**src/rtl/pipe_pkg.sv**
```systemverilog
// pipe_pkg: shared stage-state type and occupancy encodings for pipeline stage registers
package pipe_pkg;
   typedef enum logic [1:0] {
      EMPTY = 2'd0,
      BUSY  = 2'd1,
      FULL  = 2'd2
   } pipe_state_t;
   localparam logic [1:0] OCC_EMPTY = 2'd0;
   localparam logic [1:0] OCC_BUSY  = 2'd1;
   localparam logic [1:0] OCC_FULL  = 2'd2;
endpackage

```
**src/rtl/sat_counter.sv**
```systemverilog
// sat_counter: saturating up-counter; adds inc (0..3) when en, sticks at 2^W-1
// ports: clk, rst_n (async, active-low), en, inc[1:0], count[W-1:0]
module sat_counter #(
   parameter int W = 16
) (
   input  logic         clk,
   input  logic         rst_n,
   input  logic         en,
   input  logic [1:0]   inc,
   output logic [W-1:0] count
);
   // two spare bits so count + 3 cannot wrap before the saturation test
   logic [W+1:0] sum;
   assign sum = {2'b00, count} + {{W{1'b0}}, inc};
   always_ff @(posedge clk or negedge rst_n)
      if (!rst_n)
         count <= '0;
      else if (en)
         count <= (sum > {2'b00, {W{1'b1}}}) ? {W{1'b1}} : sum[W-1:0];
endmodule

```
**src/rtl/pipe_skid_stage.sv**
```systemverilog
// pipe_skid_stage: valid/ready pipeline register with one-entry skid buffer, sync flush and flush-drop counter
// ports: clk, rst_n (async, active-low), flush_i, in_valid_i/in_ready_o/in_data_i upstream,
//        out_valid_o/out_ready_i/out_data_o downstream, occupancy_o (0..2), flush_drop_o
module pipe_skid_stage
   import pipe_pkg::*;
#(
   parameter int                DATA_W    = 64,
   parameter logic [DATA_W-1:0] FLUSH_VAL = '0,
   parameter int                CNT_W     = 16
) (
   input  logic              clk,
   input  logic              rst_n,
   input  logic              flush_i,
   input  logic              in_valid_i,
   output logic              in_ready_o,
   input  logic [DATA_W-1:0] in_data_i,
   output logic              out_valid_o,
   input  logic              out_ready_i,
   output logic [DATA_W-1:0] out_data_o,
   output logic [1:0]        occupancy_o,
   output logic [CNT_W-1:0]  flush_drop_o
);
   pipe_state_t       state_q, state_d;
   logic [DATA_W-1:0] main_q, skid_q;
   logic              acc, fire, main_ld, skid_ld;
   // ready/valid decode straight from the state flops: no path from out_ready_i to in_ready_o
   assign in_ready_o  = (state_q != FULL);
   assign out_valid_o = (state_q != EMPTY);
   assign out_data_o  = main_q;
   assign occupancy_o = (state_q == EMPTY) ? OCC_EMPTY : (state_q == BUSY) ? OCC_BUSY : OCC_FULL;
   assign acc  = in_valid_i & in_ready_o;
   assign fire = out_valid_o & out_ready_i;
   always_comb begin
      state_d = (state_q == EMPTY) ? (acc ? BUSY : EMPTY) :
                (state_q == BUSY)  ? ((acc && !fire) ? FULL : (!acc && fire) ? EMPTY : BUSY) :
                                     (fire ? BUSY : FULL);
      // main refills from skid when draining FULL, otherwise from the input on accept
      main_ld = (state_q == FULL) ? fire : acc & (fire | (state_q == EMPTY));
      skid_ld = acc & ~fire & (state_q == BUSY);
   end
   always_ff @(posedge clk or negedge rst_n)
      if (!rst_n) begin
         state_q <= EMPTY;
         main_q  <= FLUSH_VAL;
         skid_q  <= FLUSH_VAL;
      end else if (flush_i) begin
         state_q <= EMPTY;
         main_q  <= FLUSH_VAL;
         skid_q  <= FLUSH_VAL;
      end else begin
         state_q <= state_d;
         if (main_ld) main_q <= (state_q == FULL) ? skid_q : in_data_i;
         if (skid_ld) skid_q <= in_data_i;
      end
   // a flush discards everything held plus the beat accepted in the same cycle
   sat_counter #(.W(CNT_W)) u_drop (
      .clk   (clk),
      .rst_n (rst_n),
      .en    (flush_i),
      .inc   (occupancy_o + {1'b0, acc}),
      .count (flush_drop_o)
   );
endmodule

```
**config.mk**
```make
export PLATFORM = sky130hd
export DESIGN_NAME = pipe_skid_stage
export DESIGN_NICKNAME = d
export VERILOG_FILES = /design/src/rtl/pipe_pkg.sv /design/src/rtl/sat_counter.sv /design/src/rtl/pipe_skid_stage.sv
export SDC_FILE = /design/constraint.sdc
export NUM_CORES = 1
export LEC_CHECK = 0
export CORE_UTILIZATION = 46
export DETAILED_ROUTE_END_ITERATION = 16
export PLACE_DENSITY = 0.77
export SLEW_MARGIN = 20
export SYNTH_ARGS = -nofsm -noshare
export SYNTH_HDL_FRONTEND = slang
export SYNTH_SLANG_ARGS = --single-unit
```
**constraint.sdc**
```tcl
create_clock -name clk -period 3 [get_ports clk]
set_clock_uncertainty 0.05 [all_clocks]
set_input_delay 0.75 -clock clk [delete_from_list [all_inputs] [get_ports clk]]
set_output_delay 0.75 -clock clk [all_outputs]
set_load 0.02 [all_outputs]
```
==> impl_metrics.py, run 1 <==
metrics = {
    "status": {
        "run_status": "complete, no violations",
    },
    "yosys": {
        "synthFlopType": "dfrtp_1",
        "synthArstFlopShare": 1.00,
        "synth_nets": 611,
        "synth_cell_types": 44,
        "yosysWarnings": 0,
        "syn-cell-area_um2": 6770,
        "synth_cells": 537,
        "syn_area_per_cell_um2": 12.6,
        "ys_ff_latch": 146,
        "synth_edf_count": 0,
        "ys_seq_area_frac": 0.540,
    },
    "clock_tree": {
        "root_buffer": "clkbuf_16",
        "clk_latency_ps": 420,
        "clk_path_buf_depth": 2,
        "cts.htree.levels": 4,
        "cts_buffers": 17,
        "cts_sinks": 146,
        "clkSlewWorstSetupHoldPaths_ps": 60,
        "cts_tree": "built",
        "cts_hold_buf": 0,
    },
    "final_layout": {
        "mostFrequentLayoutCells": "clkdlybuf4s50_1, dfrtp_1, nor2_1",
        "final_layout_size_suffix_gt1_frac": 0.181,
        "final_core_util": 0.647,
        "diodes": 0,
        "nNetsFinal": 759,
        "final_area_um2": 9120,
        "fin_cells": 876,
        "area_growth_pct": 34.7,
        "final_common_cell": "clkdlybuf4s50_1",
    },
    "min_path": {
        "hp-class": "input pin to asynchronous set/reset pin",
    },
    "placed_design": {
        "dp_hpwl_um": 10100,
        "place_inst": 846,
        "gp_congestion": 0.778,
        "dpl_cell_area_um2": 8460,
        "portBuffers": 152,
    },
    "detailed_routing": {
        "viasPerCell": 5.62,
        "antenna_left": 0,
        "firstDrtPassIters": 4,
        "drt_iter0_markers": 262,
        "via_count": 4922,
        "drcViolationCount": 0,
        "finalWirelength_um": 16000,
        "drt-wirelength-per-cell_um": 18.2,
    },
    "timing": {
        "tightest_slew_ps": 867,
        "final_max_slew_viol_count": 0,
        "max_slew_margin": 0.422,
        "setup_tns_ps": 0,
        "grt_setup_unrepaired": "false",
        "fin_crit_sh": 0.946,
        "finalSetupViolations": 0,
        "period_minus_slack_ps": 2840,
        "max_freq_mhz": 352,
        "hold_viol_final": 0,
    },
    "global_route": {
        "grt_pass1_wl_um": 25800,
        "grt_max_degree": 84,
        "grt_pass1_vias": 5210,
        "grt_usage": 0.223,
        "gr-total-overflow": 0,
        "antenna_found_initial": 0,
    },
    "pwr": {
        "ir_drop_mv": 0.430,
        "p_leak_nw": 3.88,
        "powerDensity_nw_per_um2": 645,
        "p_total_mw": 5.88,
    },
    "floorplanning": {
        "dieArea_um2": 15200,
        "start_util": 0.480,
        "rows": 43,
        "core_area_um2": 14100,
        "die_h_um": 123,
        "pin_count": 153,
        "die_w_um": 123,
    },
    "worst_setup_path": {
        "cp-end-kind": "register",
        "path_max_fanout": 4,
        "cp.arrival_ps": 3100,
        "path_class": "input pin to register",
        "crit_path_start_kind": "input pin",
        "worstPathRequired_ps": 3260,
    },
    "flow_run": {
        "maxCapViolations": 0,
    },
}
==> cell families (layout without fill, tap and decap cells) <==
family                   Yosys count  after routing  share of synthesized area
flip-flops                       146            146                      0.540
AO/OA/AOI/OAI                    143            143                      0.208
AND/OR/NAND/NOR                  113            113                     0.0765
multiplexers                      69             69                      0.103
buffers and inverters             52            211                     0.0506
XOR/XNOR                           9              9                     0.0116
adder cells (fa/ha/maj)            5              5                     0.0103
==> synthesized netlist by cell type, types with 2 or more instances <==
| master | n | area (µm²) |
|---|---|---|
| dfrtp_1 | 146 | 3650 |
| nor2_1 | 69 | 259 |
| mux2i_1 | 67 | 671 |
| a22o_1 | 64 | 561 |
| a211oi_2 | 56 | 701 |
| nand2_1 | 20 | 75.1 |
| buf_2 | 13 | 65.1 |
| buf_6 | 12 | 135 |
| buf_4 | 10 | 75.1 |
| a211oi_1 | 8 | 60.1 |
| clkbuf_1 | 8 | 30.0 |
| xnor2_1 | 7 | 61.3 |
| inv_1 | 6 | 22.5 |
| o21ai_0 | 5 | 25.0 |
| a21oi_1 | 4 | 20.0 |
| ha_1 | 4 | 50.1 |
| nand3_1 | 3 | 15.0 |
| nor3_1 | 3 | 15.0 |
| a41oi_1 | 2 | 17.5 |
| and2_1 | 2 | 12.5 |
| and3_1 | 2 | 12.5 |
| buf_1 | 2 | 7.51 |
| nor4_1 | 2 | 12.5 |
| xor2_1 | 2 | 17.5 |
==> critical path, stage by stage <==
cell and delay [ps]:
clkdlybuf4s50_1 450, and2_1 180, ha_2 310, ha_1 150, inv_1 60, fa_2 350, nand3b_1 270, nor2_4 200
nand3_1 100, mux2_2 270
==> area by class of cell <==
type                       instances  area, µm²
timing repair buffer             175       1760
clock buffer                      20        457
fill                            1072       4970
multi-input combinational        339       2820
sequential                       146       3650
tap                              180        225
clock inverter                    10        183
inverter                           6       22.5
==> state kept, by name, indices dropped and copies added, names as in the netlist <==
register / count
skid_q: 64
u_drop.count: 16
state_q: 2
out_data_o: 64
==> per-layer routing <==
metal | global-route usage | up-vias | routed length [µm]
met3 | 0.0489 | 19 | 810
li1 | - | 2262 | -
met2 | 0.372 | 152 | 8140
met5 | 0 | - | 0
met4 | 0.0904 | 0 | 240
met1 | 0.280 | 2489 | 6780
==> power by group <==
group	leakage (nW)	switching [mW]	total, mW	internal (mW)
clock	0.316	0.793	2.30	1.51
sequential	1.95	0.165	2.31	2.15
combinational	1.61	0.669	1.27	0.599
==> repair_timing <==
item / 4_1_cts / 5_1_grt
setup buffers: 0 / 0
setup endpoints to repair: 0 / 2
resized for setup: 0 / 4
==> final timing paths <==
path / startpoint / end / slack, ps / cells past startpoint
max: in_valid_i / u_drop.count[12]$_DFFE_PN0P_ / 160 / 10
min: rst_n / skid_q[41]$_DFFE_PN0P_ / 150 / 1
max reg2reg: state_q[0]$_DFF_PN0_ / u_drop.count[12]$_DFFE_PN0P_ / 170 / 11
min reg2reg: skid_q[58]$_DFFE_PN0P_ / skid_q[58]$_DFFE_PN0P_ / 450 / 1
max in group asynchronous: rst_n / out_data_o[24]$_DFFE_PN0P_ / 2010 / 2
min in group clk: skid_q[58]$_DFFE_PN0P_ / skid_q[58]$_DFFE_PN0P_ / 450 / 1
==> metrics by stage <==
step | hold WS (ps) | setup WS [ps]
detailed placement | 432 | -333
floorplan | 404 | 31.9
finish | 153 | 162
global route | 163 | 44.9
CTS | 145 | 111
global placement | 432 | -252
(Power assumes the default switching activity.)
==> inputs of run 2 (changes only) <==
--- a/config.mk
+++ b/config.mk
@@ -6,7 +6,9 @@
 export NUM_CORES = 1
 export LEC_CHECK = 0
 export CORE_UTILIZATION = 46
+export CTS_CLUSTER_DIAMETER = 60
 export DETAILED_ROUTE_END_ITERATION = 16
+export GPL_ROUTABILITY_DRIVEN = 0
 export PLACE_DENSITY = 0.77
 export SLEW_MARGIN = 20
 export SYNTH_ARGS = -nofsm -noshare
==> results of run 2 <==
Final layout, timing and power as in run 1 (identical DEF).
==> inputs of run 3 (changes only) <==
--- a/config.mk
+++ b/config.mk
@@ -10,7 +10,7 @@
 export DETAILED_ROUTE_END_ITERATION = 16
 export GPL_ROUTABILITY_DRIVEN = 0
 export PLACE_DENSITY = 0.77
-export SLEW_MARGIN = 20
+export SETUP_SLACK_MARGIN = 0.05
 export SYNTH_ARGS = -nofsm -noshare
 export SYNTH_HDL_FRONTEND = slang
 export SYNTH_SLANG_ARGS = --single-unit
==> run 3 against run 2 <==
  * Die area is the same
  * Critical endpoint is now u_drop.count[6]$_DFFE_PN0P_
  * Final cell count grew 0.91%
  * Critical path depth grew 2
  * Combinational power is essentially flat
  * Clock-buffer cell count grew 2
  * Worst hold slack gained 71 ps
  * Critical path type is now register to register
==> impl_metrics.py, run 3 (same netlist as run 1, synthesis figures left out) <==
metrics = {
    "clock_tree": {
        "root_buffer": "clkbuf_16",
        "cts_sinks": 146,
        "cts_buffers": 17,
        "clk_path_buf_depth": 2,
        "clkSlewWorstSetupHoldPaths_ps": 60,
        "cts.htree.levels": 4,
        "cts_hold_buf": 0,
        "clk_latency_ps": 420,
        "cts_tree": "built",
    },
    "detailed_routing": {
        "antenna_left": 0,
        "finalWirelength_um": 16500,
        "firstDrtPassIters": 5,
        "viasPerCell": 5.61,
        "via_count": 4957,
        "drt_iter0_markers": 289,
        "drcViolationCount": 0,
        "drt-wirelength-per-cell_um": 18.6,
    },
    "worst_setup_path": {
        "cp.arrival_ps": 3120,
        "crit_buf_inv": 3,
        "r2r_slack_ps": 140,
        "cp_slowest_cell": "dfrtp_2",
        "path_max_fanout": 6,
        "reg2reg_to": "u_drop.count[6]$_DFFE_PN0P_",
        "startpoint": "state_q[0]$_DFF_PN0_",
        "path_class": "register to register",
        "worstPathRequired_ps": 3260,
        "crit_top_cell": "ha_1",
        "worst-path-stages": 12,
        "cp_top_family": "simple AND/OR/NAND/NOR gates",
        "crit_path_start_kind": "register",
        "crit_chain": "and2b_4 -> inv_4 -> and2_1 -> ha_1 -> ha_1 -> inv_1 -> fa_1 -> nand3b_1 -> nor2_4 -> nand4_2 -> buf_4 -> o21ai_0",
        "reg2reg_depth": 12,
        "cp-end-kind": "register",
        "r2r_start": "state_q[0]$_DFF_PN0_",
        "max_stage_delay_ps": 430,
        "critPathCapture": "u_drop.count[6]$_DFFE_PN0P_",
    },
    "placed_design": {
        "portBuffers": 152,
        "dp_slack_ps": -304,
        "dp_hpwl_um": 10200,
    },
    "final_layout": {
        "ff_latch_area_um2": 3650,
        "multi_input_area_um2": 2810,
        "final_common_cell": "clkdlybuf4s50_1",
        "diodes": 0,
        "final_layout_size_suffix_gt1_frac": 0.186,
        "area_growth_pct": 36.0,
        "nNetsFinal": 766,
        "mostFrequentLayoutCells": "clkdlybuf4s50_1, dfrtp_1, nor2_1",
        "num-fill-cells": 1063,
    },
    "status": {
        "run_status": "complete, no violations",
    },
    "global_route": {
        "grt_usage": 0.227,
        "grt_pass1_wl_um": 26300,
        "grt_pass1_vias": 5224,
        "gr-total-overflow": 0,
        "antenna_found_initial": 0,
        "grt_max_degree": 72,
    },
    "timing": {
        "finalSetupViolations": 0,
        "period_minus_slack_ps": 2860,
        "grt_setup_unrepaired": "false",
        "final_max_slew_viol_count": 0,
        "fin_crit_sh": 0.954,
        "hold_viol_final": 0,
        "tightest_slew_ps": 873,
        "max_freq_mhz": 349,
        "max_slew_margin": 0.418,
        "setup_ws_ps": 138,
    },
    "floorplanning": {
        "core_area_um2": 14100,
        "start_util": 0.480,
        "dieArea_um2": 15200,
        "die_w_um": 123,
        "pin_count": 153,
        "die_h_um": 123,
        "rows": 43,
    },
    "pwr": {
        "powerDensity_nw_per_um2": 643,
        "p_leak_nw": 3.93,
        "ir_drop_mv": 0.548,
        "p_total_mw": 5.92,
    },
    "flow_run": {
        "maxCapViolations": 0,
    },
    "min_path": {
        "hp-class": "input pin to asynchronous set/reset pin",
    },
}
run 3: cell count changes in the layout (fill, tap and decap cells not counted), moves of 2 or more:
cell / delta
clkinvlp_4: +2
clkinv_2: -2
buf_12: +3
buf_4: +5
clkbuf_1: +2
run 3: worst min-delay path by stage:
| stage | startpoint | endpoint | cells after the start |
|---|---|---|---|
| floorplan | rst_n | out_data_o[0]$_DFFE_PN0P_ | 0 |
| global placement | skid_q[10]$_DFFE_PN0P_ | skid_q[10]$_DFFE_PN0P_ | 1 |
| detailed placement | skid_q[12]$_DFFE_PN0P_ | skid_q[12]$_DFFE_PN0P_ | 1 |
| CTS | rst_n | out_data_o[13]$_DFFE_PN0P_ | 1 |
| global route | rst_n | skid_q[39]$_DFFE_PN0P_ | 1 |
| finish | rst_n | skid_q[39]$_DFFE_PN0P_ | 1 |
run 3: final cells by class:
type / instances / share of cell area
tap: 180 / 0.0245
inverter: 6 / 0.00272
timing repair buffer: 182 / 0.201
clock buffer: 22 / 0.0504
multi-input combinational: 339 / 0.306
clock inverter: 9 / 0.0194
sequential: 146 / 0.397
run 3: repair_timing:
item	CTS	global route
gates resized for setup	0	4
buffers inserted	0	3
setup endpoints to repair	0	14
run 3: report_power, final:
part | total (mW) | switching [mW] | internal, mW
sequential | 2.31 | 0.163 | 2.15
clock | 2.31 | 0.795 | 1.52
combinational | 1.30 | 0.686 | 0.619
run 3: routing by layer:
metal,part of all wire,vias to the layer above,GRT usage
met2,0.51,138,0.376
met5,0,-,0
met4,0.0073,0,0.0813
met1,0.43,2543,0.288
met3,0.048,10,0.0577
li1,-,2266,-
run 3: metrics by stage:
step	std cells	TNS [ps]	instance area [µm²]	util	hold slack [ps]
3_3_place_gp	850	-2790	8530	0.605	432
5_1_grt	884	0	9210	0.653	233
3_5_place_dp	850	-3790	8530	0.605	431
2_1_floorplan	537	0	6770	-	404
4_1_cts	881	0	9170	0.651	230
6_report	884	0	9210	0.653	225
